==> src/rtl/dsa_pkg.sv <==
// Shared constants and types for the output-image streamer.
package dsa_pkg;

    localparam int unsigned AW_DEF         = 12;
    localparam int unsigned PIX_W_DEF      = 8;
    localparam int unsigned PREFETCH_DEPTH = 2;
    localparam int unsigned PF_CNT_W       = $clog2(PREFETCH_DEPTH + 1);

    typedef enum logic [1:0] {
        IDLE = 2'd0,
        RUN  = 2'd1,
        FIN  = 2'd2
    } strm_state_t;

endpackage

==> src/rtl/pix_fifo2.sv <==
// Two-entry register FIFO; entry 0 is always the head so head is a plain flop.
module pix_fifo2
    import dsa_pkg::*;
#(
    parameter int unsigned W = PIX_W_DEF
) (
    input  logic                clk,
    input  logic                rst,
    input  logic                push,
    input  logic [W-1:0]        push_data,
    input  logic                pop,
    output logic [W-1:0]        head,
    output logic                empty,
    output logic [PF_CNT_W-1:0] count
);

    logic [W-1:0]        r_d0;
    logic [W-1:0]        r_d1;
    logic [PF_CNT_W-1:0] r_cnt;

    // Shift-style storage update; push+pop keeps occupancy unchanged.
    always_ff @(posedge clk or posedge rst) begin
        if (rst) begin
            r_d0  <= '0;
            r_d1  <= '0;
            r_cnt <= '0;
        end else begin
            case ({push, pop})
                2'b10: begin
                    if (r_cnt == '0) r_d0 <= push_data;
                    else             r_d1 <= push_data;
                    r_cnt <= r_cnt + PF_CNT_W'(1);
                end
                2'b01: begin
                    r_d0  <= r_d1;
                    r_cnt <= r_cnt - PF_CNT_W'(1);
                end
                2'b11: begin
                    if (r_cnt == PF_CNT_W'(1)) begin
                        r_d0 <= push_data;
                    end else begin
                        r_d0 <= r_d1;
                        r_d1 <= push_data;
                    end
                end
                default: ;
            endcase
        end
    end

    assign head  = r_d0;
    assign empty = (r_cnt == '0);
    assign count = r_cnt;

endmodule

==> src/rtl/img_out_streamer.sv <==
// Reads a frame of pixels from a 1-cycle-latency BRAM and emits it as a
// valid/ready stream with an end-of-frame marker.
module img_out_streamer
    import dsa_pkg::*;
#(
    parameter int unsigned AW    = AW_DEF,
    parameter int unsigned PIX_W = PIX_W_DEF
) (
    input  logic             clk_50,
    input  logic             rst,
    input  logic             start,
    input  logic [AW:0]      num_pix,
    output logic             busy,
    output logic             done,
    output logic [AW-1:0]    mem_raddr,
    input  logic [PIX_W-1:0] mem_rdata,
    output logic             m_valid,
    input  logic             m_ready,
    output logic [PIX_W-1:0] m_data,
    output logic             m_last
);

    localparam int unsigned   NW    = AW + 1;
    localparam logic [NW-1:0] MAX_N = NW'(1) << AW;

    strm_state_t         r_state;
    strm_state_t         w_state_next;
    logic [NW-1:0]       r_n;
    logic [NW-1:0]       r_iss;
    logic [NW-1:0]       r_beat;
    logic [AW-1:0]       r_raddr;
    logic                r_inflight;
    logic                r_busy;
    logic                r_done;

    logic [NW-1:0]       w_n_clamped;
    logic                w_start_ok;
    logic                w_fifo_empty;
    logic [PF_CNT_W-1:0] w_fifo_count;
    logic                w_valid;
    logic                w_pop;
    logic [PF_CNT_W-1:0] w_used;
    logic                w_issue;
    logic                w_last_beat;

    assign w_n_clamped = (num_pix > MAX_N) ? MAX_N : num_pix;
    assign w_start_ok  = start && (r_state == IDLE);
    assign w_valid     = !w_fifo_empty;
    assign w_pop       = w_valid && m_ready;
    // A slot freed by this cycle's pop can be refilled by a read issued now.
    assign w_used      = PF_CNT_W'(r_inflight) + w_fifo_count - PF_CNT_W'(w_pop);
    assign w_issue     = (r_state == RUN) && (r_iss < r_n) &&
                         (w_used < PF_CNT_W'(PREFETCH_DEPTH));
    assign w_last_beat = (r_beat == r_n - NW'(1));

    // Prefetch buffer between the BRAM read port and the stream output.
    pix_fifo2 #(
        .W (PIX_W)
    ) u_fifo (
        .clk       (clk_50),
        .rst       (rst),
        .push      (r_inflight),
        .push_data (mem_rdata),
        .pop       (w_pop),
        .head      (m_data),
        .empty     (w_fifo_empty),
        .count     (w_fifo_count)
    );

    // State register.
    always_ff @(posedge clk_50 or posedge rst) begin
        if (rst) r_state <= IDLE;
        else     r_state <= w_state_next;
    end

    // Next-state logic; an empty frame goes straight to the done pulse.
    always_comb begin
        w_state_next = r_state;
        case (r_state)
            IDLE: begin
                if (start) w_state_next = (w_n_clamped == '0) ? FIN : RUN;
            end
            RUN: begin
                if (w_pop && w_last_beat) w_state_next = FIN;
            end
            FIN:     w_state_next = IDLE;
            default: w_state_next = IDLE;
        endcase
    end

    // Frame counters, read address and status flags.
    always_ff @(posedge clk_50 or posedge rst) begin
        if (rst) begin
            r_n        <= '0;
            r_iss      <= '0;
            r_beat     <= '0;
            r_raddr    <= '0;
            r_inflight <= 1'b0;
            r_busy     <= 1'b0;
            r_done     <= 1'b0;
        end else begin
            r_busy     <= (w_state_next == RUN);
            r_done     <= (w_state_next == FIN);
            r_inflight <= w_issue;
            if (w_start_ok) begin
                r_n    <= w_n_clamped;
                r_iss  <= '0;
                r_beat <= '0;
                if (w_n_clamped != '0) r_raddr <= '0;
            end else begin
                if (w_issue) begin
                    r_iss <= r_iss + NW'(1);
                    // Hold on the last address instead of stepping past the frame.
                    if (r_iss + NW'(1) < r_n) r_raddr <= AW'(r_iss + NW'(1));
                end
                if (w_pop) r_beat <= r_beat + NW'(1);
            end
        end
    end

    assign busy      = r_busy;
    assign done      = r_done;
    assign mem_raddr = r_raddr;
    assign m_valid   = w_valid;
    assign m_last    = w_valid && w_last_beat;

endmodule

==> config.mk <==
export PLATFORM = sky130hd
export DESIGN_NAME = img_out_streamer
export DESIGN_NICKNAME = d
export VERILOG_FILES = /design/src/rtl/dsa_pkg.sv /design/src/rtl/pix_fifo2.sv /design/src/rtl/img_out_streamer.sv
export SDC_FILE = /design/constraint.sdc
export NUM_CORES = 1
export LEC_CHECK = 0
export ABC_AREA = 1
export CAP_MARGIN = 25
export CORE_MARGIN = 3
export CORE_UTILIZATION = 45
export CTS_CLUSTER_SIZE = 30
export DETAILED_ROUTE_END_ITERATION = 8
export PLACE_DENSITY = 0.74
export SLEW_MARGIN = 25
export SYNTH_ARGS = -nofsm -noshare
export SYNTH_HDL_FRONTEND = slang
export SYNTH_SLANG_ARGS = --single-unit
==> constraint.sdc <==
create_clock -name clk_50 -period 4.81 [get_ports clk_50]
set_clock_uncertainty 0.2 [all_clocks]
set_input_delay 1.443 -clock clk_50 [delete_from_list [all_inputs] [get_ports clk_50]]
set_output_delay 1.443 -clock clk_50 [all_outputs]
set_load 0.05 [all_outputs]
==> results of run 1 <==
==> repair_timing <==
action / in CTS / in global routing
setup endpoints to repair: 0 / 1
resized for setup: 0 / 1
buffers inserted: 0 / 0
==> state kept, by name, indices dropped and copies added (netlist names) <==
signal	flops
mem_raddr	12
u_fifo.head	8
r_state	2
r_iss	13
u_fifo.count	2
busy	1
done	1
r_inflight	1
r_n	13
u_fifo.r_d1	8
r_beat	13
==> area by class of cell <==
class / count / area [um2] / area share, %
multi-input cells: 421 / 2390 / 43.5
flip-flops and latches: 74 / 1850 / 33.7
repair buffers: 54 / 528 / 9.61
inverters: 97 / 364 / 6.63
well taps: 133 / 166 / 3.03
clock buffers: 9 / 124 / 2.26
clock inverters: 7 / 70.1 / 1.28
==> layout by cell type (no fill, tap or decap), types with 3 or more instances in the layout <==
cell type / netlist / routed
nand3_1: 42 / 42
nor2_1: 50 / 50
nor2_2: 4 / 4
xor2_1: 15 / 15
a21oi_1: 20 / 20
dfrtp_1: 74 / 74
o21ai_1: 3 / 3
nor3_1: 5 / 5
ha_1: 33 / 33
o21ai_0: 34 / 34
xnor2_1: 8 / 8
o22ai_1: 22 / 22
inv_1: 95 / 94
nand2_1: 139 / 139
buf_4: 3 / 6
clkdlybuf4s50_1: 0 / 47
clkbuf_8: 0 / 9
mux2_2: 8 / 8
a211oi_1: 3 / 3
nand3b_1: 3 / 3
nor2_4: 4 / 4
nand4_1: 9 / 9
clkinv_2: 0 / 3
==> power groups by stage <==
stage,logic [mW],registers (mW),clock network (mW)
CTS,2.48,1.06,0.495
finish,2.48,1.07,0.485
detailed placement,2.46,1.07,0
floorplan,1.70,1.24,0
global placement,2.40,1.06,0
global route,2.80,1.10,0.526
==> final timing paths <==
kind	endpoint	cells past startpoint	slack [ps]
worst min register to register	mem_raddr[3]$_DFFE_PP0P_	2	280
worst min-delay path	mem_raddr[3]$_DFFE_PP0P_	2	280
max in group asynchronous	r_iss[6]$_DFFE_PP0P_	3	2420
min in group asynchronous	u_fifo.head[7]$_DFFE_PP0P_	2	1250
worst max-delay path	m_last	9	550
worst max register to register	mem_raddr[1]$_DFFE_PP0P_	17	1510
==> logic make-up (layout without fill, tap and decap cells) <==
kind of cell	count (synthesis)	after routing	synth area share [%]
and+or+nand+nor	266	266	25.1
buffers and inverters	107	167	9.00
AOI/OAI and AO/OA	91	91	11.1
DFF	74	74	39.8
adders and majority gates	33	33	8.86
xor gates and xnor gates	23	23	4.32
muxes	8	8	1.93
==> layer usage <==
layer  wire length [um]  vias to the layer above  part of all wire, %  track usage (%)
met5                  0                        -                    0                0
met4                216                        0                  1.9             7.57
met3                387                       19                  3.5             3.90
met2               5450                       76                   49             34.7
met1               5030                     1937                   45             26.6
li1                   -                     2063                    -                -
==> worst register-to-register path, cell delays in order (launching register included) <==
cell	delay, ps
dfrtp_1	400
ha_1	210
nand2_1	90
nor2_1	160
nand4_1	150
nor2_1	230
nand3_1	120
xor2_1	190
inv_1	110
ha_1	310
a21oi_1	160
o21ai_0	90
a21oi_1	120
nand3_1	90
nand2_1	130
nand2_1	250
nand2_1	130
nand2_1	70
==> metrics by stage <==
| stage | utilization [%] | cell area (um2) | std cells | power [mW] | setup WS, ps |
|---|---|---|---|---|---|
| finish | 55.4 | 5490 | 795 | 4.03 | 549 |
| global route | 55.4 | 5490 | 795 | 4.43 | 317 |
| CTS | 55.4 | 5490 | 795 | 4.03 | 130 |
| detailed placement | 53.4 | 5300 | 779 | 3.53 | 532 |
| global placement | 53.4 | 5300 | 779 | 3.46 | 587 |
| floorplan | - | 4660 | 602 | 2.94 | 522 |
==> results.cfg, run 1 <==
[worst_setup_path]
cp-end-kind = output pin
required_ps = 3170
worstPathMaxFanout = 8
path_cells = inv_1 -> ha_1 -> nand2_1 -> nor2_2 -> nand2_1 -> xor2_1 -> nand3_1 -> nor3_1 -> dlymetal6s2s_1
cp-start-kind = register
worst_ep_arrival_time_ps = 2620
startpoint = r_n[0]$_DFFE_PP0P_
slowest_delay_ps = 460
cp_slowest_cell = dlymetal6s2s_1
r2r-start = r_iss[1]$_DFFE_PP0P_
crit_buf_inv = 2
path_class = reg2out
cp_common_cell = nand2_1
cp_top_family = simple AND/OR/NAND/NOR gates

[power_and_ir_drop]
p_leak_nw = 2.81
switching_share_pct = 51.0
ir_drop_mv = 0.410
p_comb_share_pct = 61.5
internal_power_mw = 1.97
switchingPower_mw = 2.05
p_clk_share_pct = 12.0
pwr-share-seq_pct = 26.5
power.density_mw_per_mm2 = 733

[logic_synthesis]
synth_cell_types = 36
synth.most_common_cell = nand2_1
yosysSeqAreaShare_pct = 39.8
yosysWarnings = 0
synth_seq_cells = 74
synthTopCellsByArea = dfrtp_1 40%, nand2_1 11%, ha_1 8.9%
yosys-top-cells-count = 139 x nand2_1, 95 x inv_1, 74 x dfrtp_1
synth_nets = 660
synth-async-reset-ratio_pct = 100
netlist_area_mm2 = 0.00466
synth_edf_count = 0
synth_top_flop_cell = dfrtp_1
netlist.area_leader.share_pct = 39.8
yosys.area.top_type = dfrtp_1
syn_avg_cell_area_um2 = 7.74
netlist_instances = 602

[route]
wl_per_cell_um = 13.9
first_pass_iters = 5
drt-vias-per-instance = 5.15
vias = 4095
drt_iter0_drc = 167
routed_wl_um = 11100
drc = 0
antenna_left = 0

[sta]
rsz0062_at_grt = false
fin_crit_sh_pct = 88.6
worst_slew_pin_slew_ps = 628
fin_crit_ps = 4260
slew_violations = 0
whs_ps = 280
setup_violations = 0
slew_headroom_pct = 58.1
finalHoldViolCount = 0
fmax_ghz = 0.235
tns_ps = 0

[cts]
cts_tree = yes
insertion_delay_ps = 350
htree_levels = 3
cts.path.max_buffers = 2
numCtsBuffers = 9
ctsHoldBuffers = 0
clkTransAtPathRegs_ps = 80
cts-root-buf = clkbuf_8
cts_sinks = 74

[layout]
layout.nets = 715
insertedDiodeCount = 0
n_fill_cell = 935
area_delta_synth_final_pct = 17.9
drive_above_1_share_pct = 7.25

[global_route]
overflow = 0
antenna_found_initial = 0
grt_pass1_wl_um = 19300
grt_max_degree = 29
track_usage_pct = 20.7
grt_pass1_vias = 4217

[floorplan]
die_h_um = 108
die_w_um = 108
die_area_mm2 = 0.0116
start_util_pct = 47.0
rows = 36
core_area_mm2 = 0.00991
ios = 49

[place]
hpwl_um = 8680
globalplace.congestion = 0.907
port_buffers = 48

[min_path]
hold_path.class = reg2reg
worstHoldStart = mem_raddr[3]$_DFFE_PP0P_

[run_status]
status = completed

[run]
drv_cap = 0
No activity file was read; power rests on OpenSTA's default activity.
==> run 2, diff against run 1 <==
--- a/config.mk
+++ b/config.mk
@@ -9,9 +9,11 @@
 export CAP_MARGIN = 25
 export CORE_MARGIN = 3
 export CORE_UTILIZATION = 45
-export CTS_CLUSTER_SIZE = 30
+export CTS_CLUSTER_SIZE = 20
 export DETAILED_ROUTE_END_ITERATION = 8
-export PLACE_DENSITY = 0.74
+export DONT_BUFFER_PORTS = 1
+export PLACE_DENSITY = 0.68
+export REMOVE_ABC_BUFFERS = 1
 export SLEW_MARGIN = 25
 export SYNTH_ARGS = -nofsm -noshare
 export SYNTH_HDL_FRONTEND = slang
==> results.cfg, run 2 (synthesis results as in run 1) <==
[sta]
slew_headroom_pct = 52.0
rsz0062_at_grt = false
setup_violations = 0
slew_violations = 0
fin_crit_sh_pct = 86.9
fmax_ghz = 0.239
worst_slew_pin_slew_ps = 721
finalHoldViolCount = 0
tns_ps = 0
fin_crit_ps = 4180
fin_ws_ps = 631

[route]
antenna_left = 0
drc = 0
wl_per_cell_um = 14.7
first_pass_iters = 5
vias = 4001
drt-vias-per-instance = 5.36
drt_iter0_drc = 210
routed_wl_um = 11000

[place]
port_buffers = 0
dp_cells = 730
hpwl_um = 8450
globalplace.congestion = 0.881
place_ws_ps = 926

[cts]
insertion_delay_ps = 360
cts_tree = yes
postCtsSetupRepairBufs = 0
cts_resized = 0
numCtsBuffers = 9
cts_sinks = 74
htree_levels = 3
cts.path.max_buffers = 2
ctsHoldBuffers = 0
clkTransAtPathRegs_ps = 90
cts-root-buf = clkbuf_8

[power_and_ir_drop]
switchingPower_mw = 2.05
total_power_mw = 3.90
internal_power_mw = 1.85
power.density_mw_per_mm2 = 777
switching_share_pct = 52.6
p_comb_share_pct = 53.8
ir_drop_mv = 0.550
p_leak_nw = 2.61
p_clk_share_pct = 13.0
pwr-share-seq_pct = 33.2

[layout]
layout.cells.most_common = nand2_1
most-common-layout-cells = 139 x nand2_1, 94 x inv_1, 74 x dfrtp_1
area_delta_synth_final_pct = 7.87
insertedDiodeCount = 0
drive_above_1_share_pct = 7.82
n_fill_cell = 967
stdcell_count = 747
largest_registers = r_beat: 13 flops, r_iss: 13 flops, r_n: 13 flops
register_area_mm2 = 0.00185
layout.nets = 667
multi_input_area_mm2 = 0.00239

[global_route]
track_usage_pct = 20.3
grt_pass1_vias = 3915
overflow = 0
grt_pass1_wl_um = 18700
antenna_found_initial = 0
grt_max_degree = 33

[worst_setup_path]
reg2reg_depth = 18
worstPathMaxFanout = 4
worstReg2RegEnd = mem_raddr[7]$_DFFE_PP0P_
r2r_setup_slack_ps = 1300
path_class = reg2out
worst_ep_arrival_time_ps = 2540
path_cells = inv_1 -> ha_1 -> inv_1 -> nand2_1 -> nor3_1 -> nand4_1 -> nor2_1 -> nand4_1 -> nor3_2 -> buf_4
cp-start-kind = register
required_ps = 3170
cp-end-kind = output pin
slowest_delay_ps = 460
cp_slowest_cell = inv_1
r2r-start = r_iss[1]$_DFFE_PP0P_

[run_status]
status = completed

[floorplan]
die_h_um = 108
die_area_mm2 = 0.0116
rows = 36
start_util_pct = 47.0
ios = 49
die_w_um = 108
core_area_mm2 = 0.00991

[run]
drv_cap = 0

[min_path]
min_to = u_fifo.r_d1[5]$_DFFE_PP0P_
hold_path.class = reg2reg
min_path_cells = 2
worstHoldStart = u_fifo.r_d1[5]$_DFFE_PP0P_
[run 2: cell count changes in the layout (fill, tap and decap cells not counted), moves of 2 or more]
| cell | delta |
|---|---|
| clkdlybuf4s50_1 | -47 |
| clkbuf_8 | +2 |
| clkinv_2 | -2 |
| clkinv_4 | -2 |
[run 2: worst max path at each step]
| stage | endpoint | depth (start not counted) | slack [ps] | startpoint |
|---|---|---|---|---|
| after floorplan | m_last | 9 | 520 | u_fifo.count[0]$_DFFE_PP0P_ |
| after global placement | mem_raddr[2]$_DFFE_PP0P_ | 11 | 1040 | m_ready |
| after detailed placement | mem_raddr[7]$_DFFE_PP0P_ | 11 | 930 | m_ready |
| after CTS | m_last | 10 | 600 | u_fifo.count[0]$_DFFE_PP0P_ |
| after global routing | m_last | 10 | 430 | u_fifo.count[0]$_DFFE_PP0P_ |
| final | m_last | 10 | 630 | u_fifo.count[0]$_DFFE_PP0P_ |
[run 2: critical path: cells and delay by family (launching register included)]
family / cells / cell delay (ps)
DFF: 1 / 410
adders and majority gates: 1 / 260
buffers and inverters: 3 / 760
and+or+nand+nor: 6 / 750
[run 2: metrics by stage]
stage,util (%),cell area [um2],hold WS (ps)
after floorplan,-,4600,253
after global placement,48.6,4810,269
after detailed placement,48.6,4810,280
after CTS,50.6,5020,297
after global routing,50.7,5020,317
final,50.7,5020,295
[run 2: layer usage]
| metal | part of all wire (%) | track usage [%] | vias up |
|---|---|---|---|
| met1 | 45 | 26.5 | 1891 |
| li1 | - | - | 1979 |
| met4 | 2.4 | 8.84 | 0 |
| met2 | 47 | 33.0 | 110 |
| met5 | 0 | 0 | - |
| met3 | 5.4 | 3.84 | 21 |
[run 2: power groups by stage]
stage          clock network, mW  registers (mW)  logic (mW)
2_1_floorplan                  0            1.25        1.61
3_3_place_gp                   0            1.30        2.00
3_5_place_dp                   0            1.31        2.07
4_1_cts                    0.515            1.30        2.08
5_1_grt                    0.547            1.34        2.42
6_report                   0.508            1.30        2.10
[run 2: cell type report]
class,instances,share of cell area [%]
clock buffer,12,3.09
clock inverter,4,0.996
inverter,97,7.25
multi-input combinational,421,47.6
sequential,74,36.9
tap,133,3.31
timing repair buffer,6,0.896
==> run 3, diff against run 2 <==
--- a/config.mk
+++ b/config.mk
@@ -5,14 +5,14 @@
 export SDC_FILE = /design/constraint.sdc
 export NUM_CORES = 1
 export LEC_CHECK = 0
-export ABC_AREA = 1
+export ABC_AREA = 0
 export CAP_MARGIN = 25
 export CORE_MARGIN = 3
 export CORE_UTILIZATION = 45
-export CTS_CLUSTER_SIZE = 20
+export CTS_CLUSTER_SIZE = 10
 export DETAILED_ROUTE_END_ITERATION = 8
 export DONT_BUFFER_PORTS = 1
-export PLACE_DENSITY = 0.68
+export PLACE_DENSITY = 0.7
 export REMOVE_ABC_BUFFERS = 1
 export SLEW_MARGIN = 25
 export SYNTH_ARGS = -nofsm -noshare
==> constraint.sdc (replaced) <==
create_clock -name clk_50 -period 3.51 [get_ports clk_50]
set_clock_uncertainty 0.2 [all_clocks]
set_input_delay 1.053 -clock clk_50 [delete_from_list [all_inputs] [get_ports clk_50]]
set_output_delay 1.053 -clock clk_50 [all_outputs]
set_load 0.05 [all_outputs]
==> results.cfg, run 3 <==
[run_status]
status = finished with violations
violations = setup timing

[route]
wl_per_cell_um = 17.5
drt_iter0_drc = 246
drt-vias-per-instance = 5.73
routed_wl_um = 12100
first_pass_iters = 5
antenna_left = 0
drc = 0
vias = 3969

[place]
port_buffers = 0
dp_cells = 648
hpwl_um = 8610
place_area_mm2 = 0.00504
globalplace.congestion = 0.845

[logic_synthesis]
synthXorXnorAreaFrac_pct = 6.27
synth_top_family_by_area = compound AO/OA/AOI/OAI gates
synth_compound_area_share_pct = 20.0
synth_cell_types = 61
yosysWarnings = 0
synth.most_common_cell = dfrtp_1
netlist_instances = 487
yosys-top-cells-count = 74 x dfrtp_1, 62 x nand2_1, 34 x o21ai_0
synth_edf_count = 0
synth_seq_cells = 74
yosys.area.top_type = dfrtp_1
synth_mux_area_share_pct = 2.63
synth_top_flop_cell = dfrtp_1
netlist.area_leader.share_pct = 40.1
yosysSeqAreaShare_pct = 40.1
synth_adder_area_share_pct = 8.95
syn_avg_cell_area_um2 = 9.47
synthTopCellsByArea = dfrtp_1 40%, ha_1 9.0%, nand2_1 5.0%
synth-async-reset-ratio_pct = 100
yosys.area_share.simple_pct = 17.7
netlist_area_mm2 = 0.00461

[sta]
whs_ps = 307
fin_crit_sh_pct = 102
slew_violations = 0
setup_violations = 1
fin_ws_ps = -82.3
rsz0062_at_grt = true
worst_slew_pin_slew_ps = 907
fmax_ghz = 0.278
finalHoldViolCount = 0
fin_crit_ps = 3590
slew_headroom_pct = 39.4

[layout]
most-common-layout-cells = 73 x dfrtp_1, 66 x buf_4, 60 x nand2_1
largest_registers = r_beat: 13 flops, r_iss: 13 flops, r_n: 13 flops
stdcell_count = 693
drive_above_1_share_pct = 27.7
area_delta_synth_final_pct = 24.5
n_fill_cell = 825
layout.nets = 613
layout.cells.most_common = dfrtp_1
insertedDiodeCount = 0
finish.instance_area_mm2 = 0.00574

[global_route]
grt_use_met1_pct = 26.8
overflow = 0
grt_max_degree = 44
track_usage_pct = 21.6
grt_pass1_vias = 4074
met2_usage_pct = 35.8
groute.layer.met3.usage_pct = 6.78
busiest_layer = met2
grt_pass1_wl_um = 19500
antenna_found_initial = 0

[cts]
ctsHoldBuffers = 0
htree_levels = 3
cts-root-buf = clkbuf_8
clkTransAtPathRegs_ps = 90
cts.path.max_buffers = 2
insertion_delay_ps = 360
cts_tree = yes
numCtsBuffers = 9
cts_sinks = 74

[floorplan]
die_w_um = 107
ios = 49
core_area_mm2 = 0.00986
die_area_mm2 = 0.0115
rows = 36
start_util_pct = 46.8
die_h_um = 107

[worst_setup_path]
path_class = reg2out
worstPathMaxFanout = 5
required_ps = 2260
worst_ep_arrival_time_ps = 2340
cp-start-kind = register
cp-end-kind = output pin

[power_and_ir_drop]
power.density_mw_per_mm2 = 746
total_power_mw = 4.28
p_leak_nw = 2.67
ir_drop_mv = 0.562

[min_path]
hold_path.class = reg2reg

[run]
drv_cap = 0
run 3: changes by cell type after synthesis, moves of 14 or more:
cell     change
nand2_1     -77
inv_1       -63
nand3_1     -31
nor2_1      -30
o22ai_1     -22
xnor2_1     +14
run 3: area by class of cell:
class / instances / area, um2 / share of cell area (%)
Clock inverter: 7 / 124 / 2.16
Clock buffer: 9 / 124 / 2.16
Multi-Input combinational cell: 365 / 2790 / 48.5
Tap cell: 133 / 166 / 2.90
Sequential cell: 74 / 1850 / 32.3
Timing Repair Buffer: 72 / 567 / 9.87
Inverter: 33 / 124 / 2.16
run 3: timing repair:
action                     4_1_cts  5_1_grt
resized for setup               23       29
pin swaps                       11       28
hold endpoints to repair         0        0
setup endpoints to repair       13       17
gates cloned                     0        1
setup buffers                   21       11
run 3: path summary, 6_finish.rpt:
kind / start / endpoint / slack [ps] / depth (start not counted)
max in group asynchronous: rst / done$_DFF_PP0_ / 1790 / 2
setup reg to reg: r_iss[1]$_DFFE_PP0P_ / mem_raddr[11]$_DFFE_PP0P_ / 20 / 14
hold reg to reg: u_fifo.count[0]$_DFFE_PP0P_ / u_fifo.count[0]$_DFFE_PP0P_ / 310 / 1
setup / recovery: r_n[1]$_DFFE_PP0P_ / m_last / -80 / 9
hold / removal: u_fifo.count[0]$_DFFE_PP0P_ / u_fifo.count[0]$_DFFE_PP0P_ / 310 / 1
min in group asynchronous: rst / mem_raddr[3]$_DFFE_PP0P_ / 560 / 1
run 3: critical path, cell delays in order, from the launching register on:
cell and delay (ps):
dfrtp_1 400, inv_2 90, ha_4 150, buf_6 110, nand2b_4 50, or3_4 380
a211oi_2 190, o211ai_1 170, nor3b_4 260, buf_6 190
run 3: metrics by stage:
step / setup WS (ps) / setup TNS (ps) / util [%]
floorplan: -575 / -7350 / -
detailed placement: -142 / -1170 / 51.1
finish: -82.3 / -82.3 / 58.2
global route: -178 / -1160 / 58.2
CTS: -63.5 / -100 / 56.2
global placement: 42.6 / 0 / 51.1
run 3: logic make-up after synthesis:
kind of cell / Yosys count
adders and majority gates: 33
buffers and inverters: 48
DFF: 74
AOI/OAI and AO/OA: 128
and+or+nand+nor: 160
xor gates and xnor gates: 33
muxes: 11
run 3: per-layer routing:
| layer | part of all wire, % | vias up |
|---|---|---|
| met2 | 48 | 119 |
| li1 | - | 1902 |
| met5 | 0 | - |
| met3 | 7.8 | 21 |
| met1 | 43 | 1927 |
| met4 | 1.6 | 0 |
run 3: where the power goes:
group / internal (mW) / switching (mW) / total (mW) / leakage [nW]
logic: 0.828 / 1.11 / 1.94 / 1.62
registers: 1.07 / 0.445 / 1.52 / 0.926
clock network: 0.478 / 0.346 / 0.824 / 0.120
